## src/rtl/player_pkg.sv

```systemverilog
// Shared types and screen constants for the per-character movement controllers.
package player_pkg;

   typedef enum logic [1:0] {SPAWN, GROUND, RISE, FALL} move_state_t;

   localparam int unsigned COORD_W      = 10;
   localparam int unsigned SCREEN_X_MIN = 0;
   localparam int unsigned SCREEN_X_MAX = 1000;
   localparam int unsigned GROUND_Y_DEF = 700;
   localparam int unsigned X_SPAWN_DEF  = 500;

endpackage

```

## src/rtl/player_move_ctrl_if.sv

```systemverilog
// Keyboard-level controls in, registered sprite coordinates out.
interface player_move_ctrl_if #(
   parameter int unsigned W = player_pkg::COORD_W
) ();

   logic         left;
   logic         right;
   logic         jump;
   logic [W-1:0] pos_x;
   logic [W-1:0] pos_y;
   logic         facing;
   logic         airborne;

   modport master (output left, right, jump,
                   input  pos_x, pos_y, facing, airborne);
   modport slave  (input  left, right, jump,
                   output pos_x, pos_y, facing, airborne);

endinterface

```

## src/rtl/player_move_ctrl_tick_gen.sv

```systemverilog
// Free-running prescaler: one-cycle tick every DIV clocks, shared by animation blocks.
module tick_gen #(
   parameter int unsigned DIV = 500000
) (
   input  logic clk,
   input  logic rst,
   output logic tick
);

   localparam int unsigned CW = (DIV > 1) ? $clog2(DIV) : 1;

   logic [CW-1:0] cnt_q, cnt_d;

   assign tick = (cnt_q == CW'(DIV - 1));

   always_comb begin
      cnt_d = tick ? '0 : cnt_q + CW'(1);
   end

   // NOTE: sequential state uses non-blocking assignments so every register samples pre-edge values.
   always_ff @(posedge clk) begin
      if (rst) cnt_q <= '0;
      else     cnt_q <= cnt_d;
   end

endmodule

```

## src/rtl/player_move_ctrl.sv

```systemverilog
// Player position controller: saturating walk plus fixed-profile jump, updated on prescaled ticks.
module player_move_ctrl
   import player_pkg::*;
#(
   parameter int unsigned W          = COORD_W,
   parameter int unsigned X_SPAWN    = X_SPAWN_DEF,
   parameter int unsigned GROUND_Y   = GROUND_Y_DEF,
   parameter int unsigned X_MIN      = SCREEN_X_MIN,
   parameter int unsigned X_MAX      = SCREEN_X_MAX,
   parameter int unsigned STEP_X     = 1,
   parameter int unsigned STEP_Y     = 2,
   parameter int unsigned RISE_TICKS = 40,
   parameter int unsigned TICK_DIV   = 500000
) (
   input  logic                 clk,
   input  logic                 rst,
   player_move_ctrl_if.slave    mv
);

   localparam int unsigned RCW = $clog2(RISE_TICKS + 1);

   // Horizontal/vertical math is done one bit wider so limits never wrap.
   localparam logic [W:0] X_MIN_E    = (W+1)'(X_MIN);
   localparam logic [W:0] X_MAX_E    = (W+1)'(X_MAX);
   localparam logic [W:0] X_DEC_LIM  = (W+1)'(X_MIN + STEP_X);
   localparam logic [W:0] STEP_X_E   = (W+1)'(STEP_X);
   localparam logic [W:0] STEP_Y_E   = (W+1)'(STEP_Y);
   localparam logic [W:0] GROUND_Y_E = (W+1)'(GROUND_Y);

   move_state_t    state_q, state_d;
   logic [W-1:0]   pos_x_q, pos_x_d;
   logic [W-1:0]   pos_y_q, pos_y_d;
   logic           facing_q, facing_d;
   logic           airborne_q, airborne_d;
   logic           jump_q;
   logic           jump_pend_q, jump_pend_d;
   logic [RCW-1:0] rise_cnt_q, rise_cnt_d;

   logic           tick;
   logic           pend_now;
   logic [W:0]     x_ext, y_ext, x_inc, x_dec, y_up, y_down, y_sum;

   tick_gen #(.DIV(TICK_DIV)) u_tick (
      .clk  (clk),
      .rst  (rst),
      .tick (tick)
   );

   assign pend_now = jump_pend_q | (mv.jump & ~jump_q);

   assign x_ext  = {1'b0, pos_x_q};
   assign y_ext  = {1'b0, pos_y_q};
   assign x_inc  = x_ext + STEP_X_E;
   assign x_dec  = x_ext - STEP_X_E;
   assign y_sum  = y_ext + STEP_Y_E;
   assign y_up   = (y_ext >= STEP_Y_E) ? (y_ext - STEP_Y_E) : '0;
   assign y_down = (y_sum >= GROUND_Y_E) ? GROUND_Y_E : y_sum;

   // NOTE: every always_comb output gets a default first, so no path can infer a latch.
   always_comb begin
      state_d     = state_q;
      pos_x_d     = pos_x_q;
      pos_y_d     = pos_y_q;
      facing_d    = facing_q;
      rise_cnt_d  = rise_cnt_q;
      jump_pend_d = tick ? 1'b0 : pend_now;

      case (state_q)
         SPAWN: begin
            pos_x_d = W'(X_SPAWN);
            pos_y_d = W'(GROUND_Y);
            state_d = GROUND;
         end
         GROUND: begin
            if (tick && pend_now) begin
               state_d    = RISE;
               rise_cnt_d = '0;
            end
         end
         RISE: begin
            if (tick) begin
               pos_y_d    = y_up[W-1:0];
               rise_cnt_d = rise_cnt_q + RCW'(1);
               if (rise_cnt_q == RCW'(RISE_TICKS - 1)) state_d = FALL;
            end
         end
         FALL: begin
            if (tick) begin
               pos_y_d = y_down[W-1:0];
               if (y_down == GROUND_Y_E) state_d = GROUND;
            end
         end
         default: state_d = SPAWN;
      endcase

      if (tick && state_q != SPAWN) begin
         if (mv.right && !mv.left) begin
            pos_x_d  = (x_inc > X_MAX_E) ? X_MAX_E[W-1:0] : x_inc[W-1:0];
            facing_d = 1'b1;
         end else if (mv.left && !mv.right) begin
            pos_x_d  = (x_ext >= X_DEC_LIM) ? x_dec[W-1:0] : X_MIN_E[W-1:0];
            facing_d = 1'b0;
         end
      end

      airborne_d = (state_d == RISE) || (state_d == FALL);
   end

   always_ff @(posedge clk) begin
      if (rst) begin
         state_q     <= SPAWN;
         pos_x_q     <= '0;
         pos_y_q     <= '0;
         facing_q    <= 1'b1;
         airborne_q  <= 1'b0;
         jump_q      <= 1'b0;
         jump_pend_q <= 1'b0;
         rise_cnt_q  <= '0;
      end else begin
         state_q     <= state_d;
         pos_x_q     <= pos_x_d;
         pos_y_q     <= pos_y_d;
         facing_q    <= facing_d;
         airborne_q  <= airborne_d;
         jump_q      <= mv.jump;
         jump_pend_q <= jump_pend_d;
         rise_cnt_q  <= rise_cnt_d;
      end
   end

   assign mv.pos_x    = pos_x_q;
   assign mv.pos_y    = pos_y_q;
   assign mv.facing   = facing_q;
   assign mv.airborne = airborne_q;

endmodule

```

## src/flat_wrapper.sv

```systemverilog
// flat-port wrapper written by rule: the top's interface ports become plain ports
module player_move_ctrl_flat import player_pkg::*;
#(
   parameter int unsigned W          = COORD_W,
   parameter int unsigned X_SPAWN    = X_SPAWN_DEF,
   parameter int unsigned GROUND_Y   = GROUND_Y_DEF,
   parameter int unsigned X_MIN      = SCREEN_X_MIN,
   parameter int unsigned X_MAX      = SCREEN_X_MAX,
   parameter int unsigned STEP_X     = 1,
   parameter int unsigned STEP_Y     = 2,
   parameter int unsigned RISE_TICKS = 40,
   parameter int unsigned TICK_DIV   = 500000
)
  (clk, rst, mv_left, mv_right, mv_jump, mv_pos_x, mv_pos_y, mv_facing, mv_airborne);
  player_move_ctrl_if #(.W(W)) mv_i ();
  input  logic clk;
  input  logic rst;
  input wire logic [$bits(mv_i.left)-1:0] mv_left;
  input wire logic [$bits(mv_i.right)-1:0] mv_right;
  input wire logic [$bits(mv_i.jump)-1:0] mv_jump;
  output wire logic [$bits(mv_i.pos_x)-1:0] mv_pos_x;
  output wire logic [$bits(mv_i.pos_y)-1:0] mv_pos_y;
  output wire logic [$bits(mv_i.facing)-1:0] mv_facing;
  output wire logic [$bits(mv_i.airborne)-1:0] mv_airborne;
  assign mv_i.left = mv_left;
  assign mv_i.right = mv_right;
  assign mv_i.jump = mv_jump;
  assign mv_pos_x = mv_i.pos_x;
  assign mv_pos_y = mv_i.pos_y;
  assign mv_facing = mv_i.facing;
  assign mv_airborne = mv_i.airborne;
  player_move_ctrl #(.W(W), .X_SPAWN(X_SPAWN), .GROUND_Y(GROUND_Y), .X_MIN(X_MIN), .X_MAX(X_MAX), .STEP_X(STEP_X), .STEP_Y(STEP_Y), .RISE_TICKS(RISE_TICKS), .TICK_DIV(TICK_DIV)) u_core (.clk(clk), .rst(rst), .mv(mv_i));
endmodule
```

## config.mk

```make
export PLATFORM = sky130hd
export DESIGN_NAME = player_move_ctrl_flat
export DESIGN_NICKNAME = d
export VERILOG_FILES = /design/src/rtl/player_pkg.sv /design/src/rtl/player_move_ctrl_if.sv /design/src/rtl/player_move_ctrl_tick_gen.sv /design/src/rtl/player_move_ctrl.sv /design/src/flat_wrapper.sv
export SDC_FILE = /design/constraint.sdc
export NUM_CORES = 1
export LEC_CHECK = 0
export BUFFER_PORTS_ARGS = -buffer_cell sky130_fd_sc_hd__buf_4
export CORE_AREA = 2 2 84 86
export DETAILED_ROUTE_END_ITERATION = 8
export DIE_AREA = 0 0 86 88
export PLACE_DENSITY = 0.73
export SYNTH_ARGS = -nofsm -noshare
export SYNTH_HDL_FRONTEND = slang
export SYNTH_SLANG_ARGS = --single-unit
```

## constraint.sdc

```tcl
create_clock -name clk -period 2.55 [get_ports clk]
set_input_delay 0.255 -clock clk [delete_from_list [all_inputs] [get_ports clk]]
set_output_delay 0.255 -clock clk [all_outputs]
set_load 0.02 [all_outputs]
```

# Yosys cells after proc, flatten, opt, wreduce, memory -nomap -nowiden
# Cells that the tools add are included.
# classes
add_sub_neg	6
magnitude_cmp	4
n_eq_ne	11
mux	22
bitwise	3
reduce_logical	16
# ops
cell	n
$mux 10	9
$pmux 10 s3	1
$add 19x1->19 const B	1
$eq 19x19->1 const B	1
$mux 6	2
$pmux 6 s2	1
$add 10x1->11 const B	1
$add 10x2->11 const B	1
$eq 11x10->1 const B	1
$ge 11x10->1 const B	1
$gt 11x10->1 const B	1
$mux 11	1
$ge 10x1->1 const B	1
$ge 10x2->1 const B	1
$mux 2	5
$sub 10x1->10 const B	1
$sub 10x2->10 const B	1
$eq 2x2->1 const B	4
$pmux 2 s4	1
$add 6x1->6 const B	1
$eq 6x6->1 const B	1
$ne 2x1->1 const B	3
$reduce_and 3->1	2
$reduce_bool 2->1	3
12 further kinds	17
# totals
regBits	51
wordCells	71

# Logic depth before layout (Yosys ltp)
# logic_depth
depth_word	9
mapped_depth	9

# By module
# From an unflattened synthesis, not the netlist that was laid out.
# hier_totals
cells_unflattened	461
hier_area_um2	3509.6
# by_module_without_submodules
module	instances	cells_per_inst	area_per_inst_um2	seq_area_each_um2
player_move_ctrl	1	359	2613.8	640.6
tick_gen	1	102	895.9	380.4

# Least setup slack after synthesis
# No wires, ideal clock.
# synth_path
path_type	flip-flop to flip-flop
startpoint	register u_core.pos_x_q[0], in the netlist u_core.mv.pos_x[0]
endpoint	register u_core.pos_x_q[3], in the netlist u_core.mv.pos_x[3]
setup_ps	117
t_arrival_ps	2276
required_time_ps	2433
path_slack_ps	157
path_stages_with_launch	10
path_buffers	1
period_less_slack_ps	2393
cell_sequence	dfxtp_1 -> clkbuf_1 -> inv_1 -> ha_1 -> nor4b_1 -> a41oi_1 -> a221oi_1 -> nor4_1 -> o2bb2ai_1 -> a22o_1
# synth_between
elab_chain_cells	5
word_cells_on_any_way	9
classes_between	add/sub: 2; order compare: 2; mux: 5
# synth_rtl
item	line	source
start: declaration	player_move_ctrl.sv:31	logic [W-1:0] pos_x_q, pos_x_d;
start signal: assignment	player_move_ctrl.sv:121	pos_x_q <= pos_x_d;
$add 10x1->11 (tied with other cells)	player_move_ctrl.sv:53	assign x_inc = x_ext + STEP_X_E;
$gt 11x10->1 / $mux 10 (equally long branches)	player_move_ctrl.sv:98, player_move_ctrl.sv:101	
$mux 10 (on tied branches)	player_move_ctrl.sv:98, player_move_ctrl.sv:100	
$mux 10 *	player_move_ctrl.sv:97	if (mv.right && !mv.left) begin
$mux 10 *	player_move_ctrl.sv:96	if (tick && state_q != SPAWN) begin
# Every way passes the cells marked *; elsewhere a longest branch is shown, timed or not.
# A chain may end at the register's enable or synchronous reset.

# Worst setup path after layout
# layout_path
startpoint	register u_core.pos_y_q[1], in the netlist u_core.mv.pos_y[1]
endpoint	register u_core.state_q[1]
# layout_between
elab_chain_cells	7
# layout_rtl
item	line	source
start: declaration	player_move_ctrl.sv:32	logic [W-1:0] pos_y_q, pos_y_d;
start signal: assignment	player_move_ctrl.sv:122	pos_y_q <= pos_y_d;
$add 10x2->11 *	player_move_ctrl.sv:55	assign y_sum = y_ext + STEP_Y_E;
$ge 11x10->1	player_move_ctrl.sv:57	assign y_down = (y_sum >= GROUND_Y_E) ? GROUND_Y_E : y_sum;
$mux 11 *	player_move_ctrl.sv:57	
$eq 11x10->1 *	player_move_ctrl.sv:90	if (y_down == GROUND_Y_E) state_d = GROUND;
$mux 2 *	player_move_ctrl.sv:90	
$mux 2 *	player_move_ctrl.sv:88	if (tick) begin
$pmux 2 s4 *	player_move_ctrl.sv:68	case (state_q)
end signal: assignment	player_move_ctrl.sv:120	state_q <= state_d;
end: declaration	player_move_ctrl.sv:30	move_state_t state_q, state_d;
# Marked as above.

==> results.yml <==
finish:
  layout-drive-gt1-share_pct: 15.0
  final_core_util_pct: 60.2
  final_common_cell: "nor2_1"
  syn_to_final_growth_pct: 11.9
  multiInputGateArea_um2: 2350
  nets: 506
  antennaDiodeCount: 0
  post_layout_nonfiller_instances: 568
  final_cell_mix: "nor2_1 (59), buf_4 (50), dfxtp_1 (50), nand2_1 (39), xor2_1 (21)"
  regArea_um2: 1020
  num-fill-cells: 641
clocking:
  htreeDepth: 2
  cts.sinks: 51
  cts_tree: "yes"
  clk-insertion-delay-late_ns: 0.31
  root_buffer: "clkbuf_8"
  clk_path_buf_depth: 2
  cts_setup_buffers: 0
  cts_made_buffers: 5
  cts.clk_slew.worst_paths_ns: 0.10
sta:
  rsz0062_at_grt: "no"
  fin_setup_tns_ns: 0
  setup_viol: 0
  worstMarginPinSlew_ns: 0.582
  whs_ns: 0.170
  period_share_pct: 92.1
  report.final.slew_viol_count: 0
  fmaxAchievable_mhz: 426
  finalCriticalPeriod_ns: 2.35
  clock_skew_ns: 0.0144
  slew_headroom_pct: 60.9
  hold_violations: 0
logic_synthesis:
  synth_seq_cells: 51
  synth_edf_count: 0
  ys_top_cells_by_area: "dfxtp_1 (29%), nor2_1 (6.2%), xor2_1 (5.1%)"
  synthAdderAreaFrac_pct: 4.90
  synth_top_family_by_area: "simple AND/OR/NAND/NOR gates"
  syn_area_um2: 3580
  async_flop_share_pct: 0
  synth_xor_area_share_pct: 8.82
  yosys.area.top_type: "dfxtp_1"
  synthMuxAreaShare_pct: 0.315
  synth_nets: 479
  ys.flop_type: "dfxtp_1"
  synth_compound_area_share_pct: 23.0
  yosysTopAreaCellShare_pct: 28.6
  synth_cells: 460
  synthSimpleGateAreaFrac_pct: 28.4
  syn_area_per_cell_um2: 7.77
  yosysWarnings: 0
  yosysSeqAreaShare_pct: 28.6
  synth_cell_types: 66
worst_setup_path:
  arrival_ns: 2.57
  worst-path-stages: 7
  rr_worst_depth: 7
  slowest_stage: "a31oi_1"
  path_max_fanout: 9
  critPathLaunchType: "register"
  path_delay_family: "compound AO/OA/AOI/OAI gates"
  cp_num_buf_inv: 0
  endpoint_kind: "register"
  cp.required_ns: 2.77
  path_cells: "ha_1 > and3_1 > nand3_1 > xnor2_1 > a31oi_1 > o41ai_1 > a41oi_1"
  critical_path_class: "register to register"
  cpPeakStageDelay_ns: 0.50
global_routing:
  antenna_found_initial: 0
  grt_pass1_vias: 3261
  groute.usage.overall_pct: 25.5
  grt_first_pass_wirelength_um: 15800
  grt_overflow: 0
  grt_max_degree: 19
floorplanning:
  core-area_um2: 6640
  die_y_um: 88
  die_w_um: 86
  initial_core_util_pct: 53.8
  fp.dieArea_um2: 7570
  rows: 30
  io_pins: 27
pwr:
  irDropWorstVdd_mv: 0.336
  p_leak_nw: 1.47
  pwr_density_cell_nw_per_um2: 417
placement:
  dpl.hpwl_um: 6860
  gp_congestion: 0.934
  dp_cells: 560
  io_buffers: 26
detailed_routing:
  wl_per_cell_um: 16.6
  ant_nets: 0
  drt_iter0_drc: 356
  drtPass1Iterations: 5
  vias: 3650
  avgViaCountPerCell: 6.43
  drc: 0
  drt_wl_total_um: 9420
hold_path:
  whs_path_depth: 2
  hp-class: "primary input to register"
job:
  maxCapViolations: 0
outcome:
  status: "finished, final reports clean"
==> cell families (layout without fill, tap and decap cells) <==
logic type               after synthesis  count (layout)
multiplexers                           1               1
flip-flops                            51              51
adder cells (fa/ha/maj)               14              14
XOR/XNOR                              36              36
AO/OA/AOI/OAI                        114             114
AND/OR/NAND/NOR                      196             196
buffers and inverters                 48              76
==> report_power, final <==
part,total (mW),internal (mW),switching [mW],leakage [nW]
Combinational,0.313,0.128,0.185,1.02
Sequential,0.863,0.823,0.0400,0.418
Clock,0.492,0.198,0.294,0.0418
==> cell type report <==
class | instances | share of cell area [%]
inverter | 18 | 1.69
sequential | 51 | 25.5
clock inverter | 2 | 0.407
clock buffer | 6 | 1.81
tap | 80 | 2.50
timing repair buffer | 50 | 9.38
multi-input combinational | 361 | 58.7
==> metal layers <==
metal / vias to the layer above / GRT usage [%] / routed length (um) / part of all wire, %
met5: - / 0 / 0 / 0
met3: 16 / 3.58 / 692 / 7.3
met2: 162 / 41.4 / 4300 / 46
li1: 1747 / - / - / -
met1: 1725 / 35.8 / 4290 / 46
met4: 0 / 6.64 / 142 / 1.5
==> sequential cells by signal, indices dropped and copies added, names as in the netlist <==
register and flops:
u_core.u_tick.cnt_q 19, u_core.mv.pos_x 10, u_core.mv.pos_y 10, u_core.rise_cnt_q 6
u_core.state_q 2, u_core.jump_pend_q 1, u_core.jump_q 1, u_core.mv.airborne 1
u_core.mv.facing 1
==> cell usage after synthesis (4+ instances only) <==
| cell | count |
|---|---|
| o21a_1 | 6 |
| o32ai_1 | 4 |
| nor4_1 | 4 |
| xor2_1 | 21 |
| ha_1 | 14 |
| a41oi_1 | 4 |
| or3_1 | 4 |
| nor2_1 | 59 |
| buf_2 | 9 |
| inv_1 | 18 |
| nand4_1 | 14 |
| a21oi_1 | 20 |
| o31ai_1 | 4 |
| a311oi_1 | 4 |
| xnor2_1 | 15 |
| a21boi_0 | 4 |
| clkbuf_1 | 16 |
| nor3_1 | 15 |
| and4_1 | 5 |
| o211ai_1 | 6 |
| dfxtp_1 | 51 |
| nor4b_1 | 5 |
| a22oi_1 | 4 |
| o2111ai_1 | 4 |
| nand2_1 | 39 |
| and3_1 | 12 |
| a31oi_1 | 4 |
| o21ai_0 | 17 |
| a211oi_1 | 4 |
| and2_1 | 4 |
| nand3_1 | 19 |
==> path summary, 6_finish.rpt <==
kind	startpoint	end	slack (ns)
max reg2reg	u_core.mv.pos_y[1]	u_core.state_q[1]	0.20
max	u_core.mv.pos_y[1]	u_core.state_q[1]	0.20
min	mv_jump	u_core.jump_q	0.17
min reg2reg	u_core.u_tick.cnt_q[0]	u_core.u_tick.cnt_q[0]	0.49
==> per-stage QoR <==
stage	worst slack, ns	power, mW	area (um2)
after floorplan	0.157	1.08	3580
after global placement	0.206	1.18	3910
after detailed placement	0.151	1.19	3910
after CTS	0.129	1.67	3990
after global routing	0.0235	1.73	4000
final	0.202	1.67	4000
==> worst register-to-register path, delay by kind of cell (launching register included) <==
kind	cells	cell delay [ns]
xor+xnor	1	0.22
flops	1	0.34
simple gates	2	0.54
compound gates	3	0.97
fa+ha+maj	1	0.20
==> repair_timing <==
item                                    4_1_cts  5_1_grt
gates resized for setup                       0        2
endpoints found under the hold margin         0        0
hold buffers                                  0        0
endpoints found under the setup margin        0        5
Note: power is estimated with default switching activity, not from simulation.
